$ cat config.mk
export PLATFORM = sky130hd
export DESIGN_NAME = dino_sprite_renderer
export DESIGN_NICKNAME = d
export VERILOG_FILES = /design/src/rtl/dino_sprite_renderer.sv
export SDC_FILE = /design/constraint.sdc
export NUM_CORES = 1
export LEC_CHECK = 0
export CELL_PAD_IN_SITES_DETAIL_PLACEMENT = 1
export CELL_PAD_IN_SITES_GLOBAL_PLACEMENT = 1
export CORE_ASPECT_RATIO = 1.25
export CORE_MARGIN = 10
export CORE_UTILIZATION = 25
export CTS_BUF_LIST = sky130_fd_sc_hd__clkbuf_16
export DETAILED_ROUTE_END_ITERATION = 10
export PLACE_DENSITY_LB_ADDON = 0.1
export SLEW_MARGIN = 20
export SYNTH_ARGS = -nofsm -noshare
export SYNTH_HDL_FRONTEND = slang
export SYNTH_SLANG_ARGS = --single-unit
$ cat constraint.sdc
create_clock -name clk -period 4.6 [get_ports clk]
set_input_delay 0.46 -clock clk [delete_from_list [all_inputs] [get_ports clk]]
set_output_delay 0.46 -clock clk [all_outputs]
set_load 0.05 [all_outputs]
$ cat src/rtl/dino_sprite_renderer.sv
// -----------------------------------------------------------------------------
// dino_sprite_renderer
//
// Purpose:
//   Pixel-pipeline client of the dino sprite ROM. For every VGA pixel it tests
//   whether the pixel lies inside the scaled dino bounding box. It drives the
//   ROM texel address and the per-frame player state, then registers the
//   returned sprite bit as the dino layer pixel. The player state is latched
//   once per video frame, so the ROM sees a stable state for the whole frame.
//   The running animation alternates between two poses every ANIM_FRAMES
//   frames.
//
// Parameters:
//   SCALE_LOG2   - each texel covers (1<<SCALE_LOG2)^2 screen pixels
//   ANIM_FRAMES  - video frames per running-animation phase
//
// Ports:
//   clk             in   pixel clock
//   rst             in   synchronous active-high reset
//   i_hpos/i_vpos   in   current pixel position (stage 0)
//   i_frame_start   in   one-cycle pulse at start of vertical blank
//   i_dino_x/y      in   bounding box top-left corner
//   i_motion        in   00 run, 01 jump, 10 duck, 11 game over
//   i_sprite_color  in   combinational ROM texel for o_rom_counter/state
//   o_rom_counter   out  ROM address {rom_y, rom_x}           (stage 1)
//   o_player_state  out  ROM state select, stable per frame
//   o_dino_in_box   out  box hit                              (stage 2)
//   o_dino_pixel    out  box hit AND texel                    (stage 2)
// -----------------------------------------------------------------------------
module dino_sprite_renderer #(
  parameter int SCALE_LOG2  = 2,
  parameter int ANIM_FRAMES = 6
) (
  input  logic       clk,
  input  logic       rst,
  input  logic [9:0] i_hpos,
  input  logic [9:0] i_vpos,
  input  logic       i_frame_start,
  input  logic [9:0] i_dino_x,
  input  logic [9:0] i_dino_y,
  input  logic [1:0] i_motion,
  input  logic       i_sprite_color,
  output logic [5:0] o_rom_counter,
  output logic [2:0] o_player_state,
  output logic       o_dino_in_box,
  output logic       o_dino_pixel
);

  localparam int          CNT_W    = (ANIM_FRAMES > 1) ? $clog2(ANIM_FRAMES) : 1;
  localparam logic [10:0] BOX_SIZE = 11'(8 << SCALE_LOG2);
  localparam logic [CNT_W-1:0] CNT_LAST = CNT_W'(ANIM_FRAMES - 1);

  localparam logic [2:0] ST_RESTART  = 3'b000;
  localparam logic [2:0] ST_JUMPING  = 3'b001;
  localparam logic [2:0] ST_RUNNING1 = 3'b010;
  localparam logic [2:0] ST_RUNNING2 = 3'b011;
  localparam logic [2:0] ST_DUCKING  = 3'b100;
  localparam logic [2:0] ST_GAMEOVER = 3'b101;

  // ---------------------------------------------------------------------------
  // Stage 0: box test and texel address (combinational)
  // ---------------------------------------------------------------------------
  // The box end is computed in 11 bits so a box hanging past 1023 is clipped
  // rather than wrapping around to the left/top edge of the screen.
  logic [10:0] w_x_end;
  logic [10:0] w_y_end;
  logic        w_hit_x;
  logic        w_hit_y;
  logic        w_hit;
  logic [9:0]  w_dx;
  logic [9:0]  w_dy;
  logic [9:0]  w_dx_scaled;
  logic [9:0]  w_dy_scaled;
  logic [5:0]  w_rom_addr;

  assign w_x_end = {1'b0, i_dino_x} + BOX_SIZE;
  assign w_y_end = {1'b0, i_dino_y} + BOX_SIZE;

  assign w_hit_x = (i_hpos >= i_dino_x) && ({1'b0, i_hpos} < w_x_end);
  assign w_hit_y = (i_vpos >= i_dino_y) && ({1'b0, i_vpos} < w_y_end);
  assign w_hit   = w_hit_x && w_hit_y;

  // Offsets are only meaningful on a hit; a miss forces address 0 below.
  assign w_dx        = i_hpos - i_dino_x;
  assign w_dy        = i_vpos - i_dino_y;
  assign w_dx_scaled = w_dx >> SCALE_LOG2;
  assign w_dy_scaled = w_dy >> SCALE_LOG2;

  assign w_rom_addr = w_hit ? {w_dy_scaled[2:0], w_dx_scaled[2:0]} : 6'd0;

  // ---------------------------------------------------------------------------
  // Stage 1: ROM address register
  // ---------------------------------------------------------------------------
  logic r_hit_q;

  always_ff @(posedge clk) begin
    if (rst) begin
      o_rom_counter <= 6'd0;
      r_hit_q       <= 1'b0;
    end else begin
      o_rom_counter <= w_rom_addr;
      r_hit_q       <= w_hit;
    end
  end

  // ---------------------------------------------------------------------------
  // Stage 2: capture the texel returned by the ROM during stage 1
  // ---------------------------------------------------------------------------
  always_ff @(posedge clk) begin
    if (rst) begin
      o_dino_in_box <= 1'b0;
      o_dino_pixel  <= 1'b0;
    end else begin
      o_dino_in_box <= r_hit_q;
      o_dino_pixel  <= r_hit_q & i_sprite_color;
    end
  end

  // ---------------------------------------------------------------------------
  // Per-frame player-state latch and running animation
  // ---------------------------------------------------------------------------
  // The state only moves on a frame_start edge, so motion requests arriving
  // mid-frame never change the sprite halfway down the screen. The running
  // pose uses the phase value from before this frame's counter update.
  logic [CNT_W-1:0] r_anim_cnt;
  logic             r_phase;

  always_ff @(posedge clk) begin
    if (rst) begin
      o_player_state <= ST_RESTART;
      r_anim_cnt     <= '0;
      r_phase        <= 1'b0;
    end else if (i_frame_start) begin
      case (i_motion)
        2'b00: begin
          o_player_state <= r_phase ? ST_RUNNING2 : ST_RUNNING1;
          if (r_anim_cnt == CNT_LAST) begin
            r_anim_cnt <= '0;
            r_phase    <= ~r_phase;
          end else begin
            r_anim_cnt <= r_anim_cnt + CNT_W'(1);
          end
        end
        2'b01: begin
          o_player_state <= ST_JUMPING;
          r_anim_cnt     <= '0;
          r_phase        <= 1'b0;
        end
        2'b10: begin
          o_player_state <= ST_DUCKING;
          r_anim_cnt     <= '0;
          r_phase        <= 1'b0;
        end
        default: begin
          o_player_state <= ST_GAMEOVER;
          r_anim_cnt     <= '0;
          r_phase        <= 1'b0;
        end
      endcase
    end
  end

endmodule

=== Yosys cells after proc, flatten, opt, wreduce, memory -nomap -nowiden ===
Cells that the tools add are included.

* Bits in registers: 16
* Bits of input ports: 46
* Output and inout port bits: 11
* Logic and storage cells: 35

* $add $sub $neg: 5
* $lt $le $gt $ge: 4
* Equal/unequal tests: 4
* Multiplexer cells: 6
* Bitwise gates (word level): 3
* Reduce and logical (&&, ||, !) cells: 6

{| class="wikitable"
|+ Operators with widths
! kind !! count
|-
| $add 10x6->11 const B || 2
|-
| $lt 10x11->1 || 2
|-
| $ge 10x10->1 || 2
|-
| $sub 5x5->5 || 2
|-
| $pmux 3 s3 || 1
|-
| $mux 3 || 2
|-
| $add 3x1->3 const B || 1
|-
| $eq 3x3->1 const B || 1
|-
| $logic_and 1x1->1 || 3
|-
| $mux 1 || 3
|-
| $eq 2x1->1 const B || 1
|-
| $eq 2x2->1 const B || 1
|-
| $logic_not 2->1 || 1
|-
| $ne 2x2->1 const B || 1
|-
| $not 1->1 || 2
|-
| $reduce_and 2->1 || 1
|-
| $reduce_or 2->1 || 1
|-
| $and 1x1->1 || 1
|}

=== Logic depth before layout (Yosys ltp) ===
* Depth in word-level cells: 6
* Depth in mapped cells: 9
* Mapped depth without buffers: 9

=== Worst setup path after synthesis ===
No wires, ideal clock.

* Path type: input-to-reg
* Start point: input i_dino_y[5]
* End point: register o_rom_counter[5]
* Library setup time: 80 ps
* Arrival time: 2,106 ps
* Data required time: 4,520 ps
* Slack: 2,414 ps
* Cell stages on the path: 9
* Path buffers: 0
* Cells stage by stage: ha_1 nand3_1 xnor2_1 ha_1 a21oi_1 a21boi_0 a2111oi_4 nand4_4 a211oi_2

* Word-level cells in the longest chain between the ends: 6
* Elaborated cells between the ends (all ways): 7
* Classes of those cells: 1 x add/sub; 2 x order compare; 1 x bitwise; 3 x reduce/logical

{| class="wikitable"
|+ Ends and longest elaborated chain
! element !! line !! source
|-
| from (decl) || 40 || <nowiki>input logic [9:0] i_dino_y,</nowiki>
|-
| $add 10x6->11 || 77 || <nowiki>assign w_y_end = {1'b0, i_dino_y} + BOX_SIZE;</nowiki>
|-
| $lt 10x11->1 || 80 || <nowiki>assign w_hit_y = (i_vpos >= i_dino_y) && ({1'b0, i_vpos} < w_y_end);</nowiki>
|-
| $logic_and 1x1->1 * || 80 ||
|-
| $logic_and 1x1->1 * || 81 || <nowiki>assign w_hit = w_hit_x && w_hit_y;</nowiki>
|-
| $not 1->1 (no line) * || -- ||
|-
| $reduce_or 2->1 (no line) * || -- ||
|-
| to (signal assigned) || 101 || <nowiki>o_rom_counter <= w_rom_addr;</nowiki>
|-
| to (decl) || 43 || <nowiki>output logic [5:0] o_rom_counter,</nowiki>
|}

Every way passes the cells marked *; elsewhere a longest branch is shown, timed or not.
A chain may end at the register's enable or synchronous reset.

=== Final worst setup path ===
* Start point: input i_dino_x[7]
* End point: register o_rom_counter[5]

* Word-level cells in the longest chain between the ends: 6
* Elaborated cells between the ends (all ways): 7
* Classes of those cells: 1 x add/sub; 2 x order compare; 1 x bitwise; 3 x reduce/logical

{| class="wikitable"
|+ Ends and longest elaborated chain
! element !! line !! source
|-
| from (decl) || 39 || <nowiki>input logic [9:0] i_dino_x,</nowiki>
|-
| $add 10x6->11 || 76 || <nowiki>assign w_x_end = {1'b0, i_dino_x} + BOX_SIZE;</nowiki>
|-
| $lt 10x11->1 || 79 || <nowiki>assign w_hit_x = (i_hpos >= i_dino_x) && ({1'b0, i_hpos} < w_x_end);</nowiki>
|-
| $logic_and 1x1->1 * || 79 ||
|-
| $logic_and 1x1->1 * || 81 ||
|-
| $not 1->1 (no line) * || -- ||
|-
| $reduce_or 2->1 (no line) * || -- ||
|}

Marks and branches as above.

==> out/qor.txt <==
skew final -> 0.00108 ns
vias in the first global route -> 1613
Post-synth ARST share -> 0%
drt wl/cell -> 13.2 um
Total Wirelength -> 4260 um
first-pass GRT wire length -> 7560 um
drt pass-1 iters -> 3
layout cells sized above 1 -> 4.98%
Synth area leader -> ha_1
gpl congestion -> 0.826
Initial Utilization -> 26.0%
row cnt -> 31
Post-CTS Resized -> 0
Seq. cell area -> 320 um2
Post-synth EDFFs -> 0
final setup vio count -> 0
die width -> 89.8 um
TritonCTS buffer count -> 3
Max Freq -> 0.366 GHz
Setup crit start -> i_dino_x[7]
normalized max-slew margin -> 64.9%
Antenna Cells -> 0
count leader, synth -> ha_1
fin area -> 2260 um2
syn nets -> 261
Synth Register Bits -> 16
Die ar. -> 9640 um2
dominant synthesized flop cell -> dfxtp_1
max-cap violation count -> 0
Mean Syn Cell Area -> 8.33 um2
crit-path cells -> clkdlybuf4s50_1 > nand3_1 > xnor2_1 > ha_1 > a21o_1 > a21oi_1 > a31oi_1 > a2111oi_4 > nand4_4 > a211oi_2
Root Driver -> clkbuf_16
YS warnings -> 0
TritonCTS Sinks -> 16
Worst Setup End Kind -> flip-flop
post-CTS setup buffers -> 0
DP Area -> 2180 um2
Setup crit start kind -> input port
crit-path max cell delay -> 0.60 ns
Finished Layout Cells -> 323
Reg clk slew, reported paths -> 0.05 ns
CTS tree -> yes
CP required -> 4.76 ns
GRT Util Overall -> 9.11%
DR iter-0 viols -> 30
detailed-route via count -> 1482
Multi-input gate area -> 1100 um2
CP Data Arrival Time -> 2.90 ns
nets -> 320
RR Startpoint -> r_anim_cnt[0]$_SDFFE_PP0P_
I/O pins -> 57
Crit Path Category -> input port to flip-flop
Post-CTS Hold Buffers -> 0
ANT nets after route -> 0
sequential share of the synthesized area -> 21.0%
Max FO, Critical Path -> 7
DRC Markers -> 0
Tcrit/Tclk final -> 59.5%
most instantiated cells after synthesis -> ha_1, inv_1, a21oi_1, dfxtp_1, nor2_1
Core Area -> 5860 um2
Critical-path top delay cell -> clkdlybuf4s50_1
area share of the largest cell type after synthesis -> 26.3%
Area Overhead vs Synth -> 48.2%
Synth cell types -> 41
maximum VDD drop -> 110 uV
H-tree depth -> 1
Synth Instances -> 183
placed cells -> 319
Total Power -> 0.488 mW
final HPWL from detailed placement -> 3760 um
# port buffers -> 56
Netlist Area Pre-Place -> 1520 um2
vias per cell -> 4.59
Least-Margin Pin Slew -> 0.524 ns
fin. max-slew vios -> 0
Hold Path Class -> flip-flop to flip-flop
Fin. Hold Viols -> 0
Synth area leaders -> ha_1, dfxtp_1, inv_1
RSZ-0062 raised after global routing -> no
outcome -> completed
grt ovf -> 0
Power per Cell Area -> 216 nW/um2
Clock Latency Late Sink -> 0.24 ns
Period minus WS final -> 2.73 ns
Fill cells -> 706
die height -> 107 um
pin count of the biggest net entering global routing -> 10
HP Start -> r_hit_q$_SDFF_PP0_
post-route setup TNS -> 0 ns
CTS max path bufs -> 2
initial antenna violation count -> 0
leakage -> 1.00 nW
-- layout make-up --
class	count	area share [%]
Clock buffer	3	3.32
Clock inverter	1	0.166
Inverter	26	4.32
Sequential cell	16	14.2
Timing Repair Buffer	56	24.8
Multi-Input combinational cell	139	48.6
Tap cell	82	4.54
-- cell usage in the layout, fill, tap and decap left out, types with 3 or more instances in the layout --
| cell type | n |
|---|---|
| clkdlybuf4s50_1 | 56 |
| ha_1 | 32 |
| inv_1 | 25 |
| nor2_1 | 16 |
| a21oi_1 | 16 |
| dfxtp_1 | 16 |
| nand3_1 | 7 |
| xnor2_1 | 7 |
| nand2_1 | 6 |
| nor3_1 | 5 |
| o21ai_0 | 5 |
| nor2b_1 | 4 |
| mux2i_1 | 3 |
| nand4_1 | 3 |
| o21a_1 | 3 |
| a21o_1 | 3 |
| clkbuf_16 | 3 |
-- worst max-delay path, delay by kind of cell --
family          cells  cell delay, ns
fa+ha+maj           1            0.30
xor+xnor            1            0.14
buf+inv             1            0.60
simple gates        2            0.34
compound gates      5            1.05
-- through the flow --
step	setup slack [ns]	util (%)	hold WS (ns)
floorplan	2.41	-	0.440
global placement	1.70	37.2	0.462
detailed placement	1.59	37.2	0.464
CTS	1.83	38.6	0.471
global route	1.62	38.6	0.489
finish	1.87	38.6	0.466
-- sequential cells by signal, indices dropped and copies added (netlist names) --
signal,cells
r_phase,1
o_player_state,3
o_dino_in_box,1
r_anim_cnt,3
o_dino_pixel,1
o_rom_counter,6
r_hit_q,1
-- cells by family after synthesis --
logic type	Yosys count	synth area share, %
adder cells (fa/ha/maj)	32	26.3
buffers and inverters	28	6.90
multiplexers	3	1.97
XOR/XNOR	9	5.17
AO/OA/AOI/OAI	45	20.9
AND/OR/NAND/NOR	50	17.7
flip-flops	16	21.0
-- path summary, 6_finish.rpt --
path                                 end  slack (ns)  cells after the start
min reg2reg     o_dino_in_box$_SDFF_PP0_        0.47                      1
max reg2reg   r_anim_cnt[2]$_SDFFE_PP0P_        3.60                      4
min             o_dino_in_box$_SDFF_PP0_        0.47                      1
max          o_rom_counter[5]$_SDFF_PP0_        1.87                     10
-- report_power, final --
| part | switching (mW) | internal (mW) | total, mW | leakage (nW) |
|---|---|---|---|---|
| registers | 0.00161 | 0.143 | 0.145 | 0.130 |
| clock network | 0.0495 | 0.115 | 0.164 | 0.0385 |
| logic | 0.0884 | 0.0901 | 0.178 | 0.832 |
| total | 0.139 | 0.348 | 0.488 | 1.00 |
-- per-layer routing --
layer  vias to the layer above  global-route usage, %  part of all wire [%]
li1                        765                      -                     -
met1                       678                   10.6                    45
met2                        35                   16.8                    50
met3                         4                   1.95                   3.9
met4                         0                   1.74                  0.80
met5                         -                      0                     0
(Power assumes the default switching activity.)
==> RTL change, RTL diff (same flow settings) <==
Register the input `i_hpos` before use, cleared by the reset. The logic sees it one clock later. The other inputs are not delayed to match.
--- a/src/rtl/dino_sprite_renderer.sv
+++ b/src/rtl/dino_sprite_renderer.sv
@@ -59,2 +59,12 @@
 
+  logic [9:0] i_hpos_q;
+
+  always_ff @(posedge clk) begin
+    if (rst) begin
+      i_hpos_q <= '0;
+    end else begin
+      i_hpos_q <= i_hpos;
+    end
+  end
+
   // ---------------------------------------------------------------------------
@@ -78,3 +88,3 @@
 
-  assign w_hit_x = (i_hpos >= i_dino_x) && ({1'b0, i_hpos} < w_x_end);
+  assign w_hit_x = (i_hpos_q >= i_dino_x) && ({1'b0, i_hpos_q} < w_x_end);
   assign w_hit_y = (i_vpos >= i_dino_y) && ({1'b0, i_vpos} < w_y_end);
@@ -83,3 +93,3 @@
   // Offsets are only meaningful on a hit; a miss forces address 0 below.
-  assign w_dx        = i_hpos - i_dino_x;
+  assign w_dx        = i_hpos_q - i_dino_x;
   assign w_dy        = i_vpos - i_dino_y;
Behaviour: not the same (Yosys sat finds a counterexample within 4 cycles, from zero or initial values and one cycle with rst high).
==> RTL change against the original RTL <==
  * Sequential power is 63% higher
  * Global-route usage is 0.062 points lower
  * First-iteration DRC count is 17% higher
  * Synthesized area is 22% higher
  * Setup slack better by 0.033 ns
  * Design area is 15% higher
  * Die area is 17% higher
  * Sequential cell count is 10 higher
  * Routed wire length is 18% higher
  * Non-clock buffer count stayed put
  * Total power is 24% higher
  * Critical endpoint is now o_rom_counter[2]
==> RTL change: results (changes against the original RTL) <==
Outcome
  • Status: finished clean

Synth
  • Avg Cell Area, Syn: 8.70 um2 (+4.5%)
  • Adder-Cell Fraction of Synth Area: 21.5% (-4.8 points)
  • Sequential fraction of the synthesis area: 28.0% (+6.9 points)
  • Synth Area in XOR/XNOR: 2.82% (-2.3 points)
  • Compound-Gate Fraction of Synth Area: 15.3% (-5.6 points)
  • Synth cell count leaders: ha_1, dfxtp_1, inv_1
  • Syn Nets: 292 (+12%)

Timing
  • Final Cycle Share: 58.7% (-0.71 points)
  • WHS: 0.462 ns (-0.00419 ns)
  • Rel. slew slack: 51.0% (-14 points)

Cells and area
  • Fraction of area in multi-input gates: 47.5% (-1.1 points)
  • Signal inverters: 23 (-12%)
  • FF+latch count: 26 (+10)
  • Biggest regs: i_hpos_q (10), o_rom_counter (6)
  • Non-clk buf share: 21.6% (-3.2 points)
  • FF/Latch Area: 520 um2 (+63%)

Global route
  • Vias in the first global route: 1,899 (+18%)
  • Largest net degree at the start of global routing: 20 (+10)

Drt
  • Number of vias per cell: 4.53 (-1.2%)
  • WL final: 5020 um (+18%)

Critical path
  • FF-to-FF End: o_rom_counter[2]
  • Crit Reg-Reg Startpoint: i_hpos_q[8]
  • Largest stage delay, worst path: 0.63 ns (+0.03 ns)
  • Slowest-stage cell, CP: or4_4

Power and ir drop
  • Comb pwr share: 29.0% (-7.6 points)
  • Maximum vdd ir drop: 0.115 mV (+4.4%)
  • Static leakage: 0.00111 uW (+11%)

Floorplan
  • TAP cells: 92 (+12%)

Placed design
  • DP Area: 2510 um2 (+15%)
  • GP Congestion: 0.744 (-9.9%)
## RTL change: cell count changes in the layout (fill, tap and decap cells not counted), sizes merged, moves of 3 or more
cell,before,now
inv,26,23
a21o,3,0
dfxtp,16,26
o21ai,6,10
or2,0,4
nand2,6,13
o21a,3,0
a21oi,17,11
nor2b,4,13
## RTL change: kinds of logic after synthesis
kind of cell             after synthesis
adder cells (fa/ha/maj)               32
XOR/XNOR                               6
buffers and inverters                 27
multiplexers                           3
AND/OR/NAND/NOR                       81
AO/OA/AOI/OAI                         39
flip-flops                            26
## RTL change: worst max-delay path: cells and delay by family
family          cells  cell delay (ns)
buf+inv             1             0.55
compound gates      3             0.50
xor+xnor            1             0.14
fa+ha+maj           2             0.48
simple gates        2             0.73
## RTL change: metal layers
metal	up-vias	GRT usage, %	routed length, um
met2	32	17.1	2590
met3	4	1.66	168
met1	751	10.1	2210
li1	854	-	-
met5	-	0	0
met4	0	2.66	49
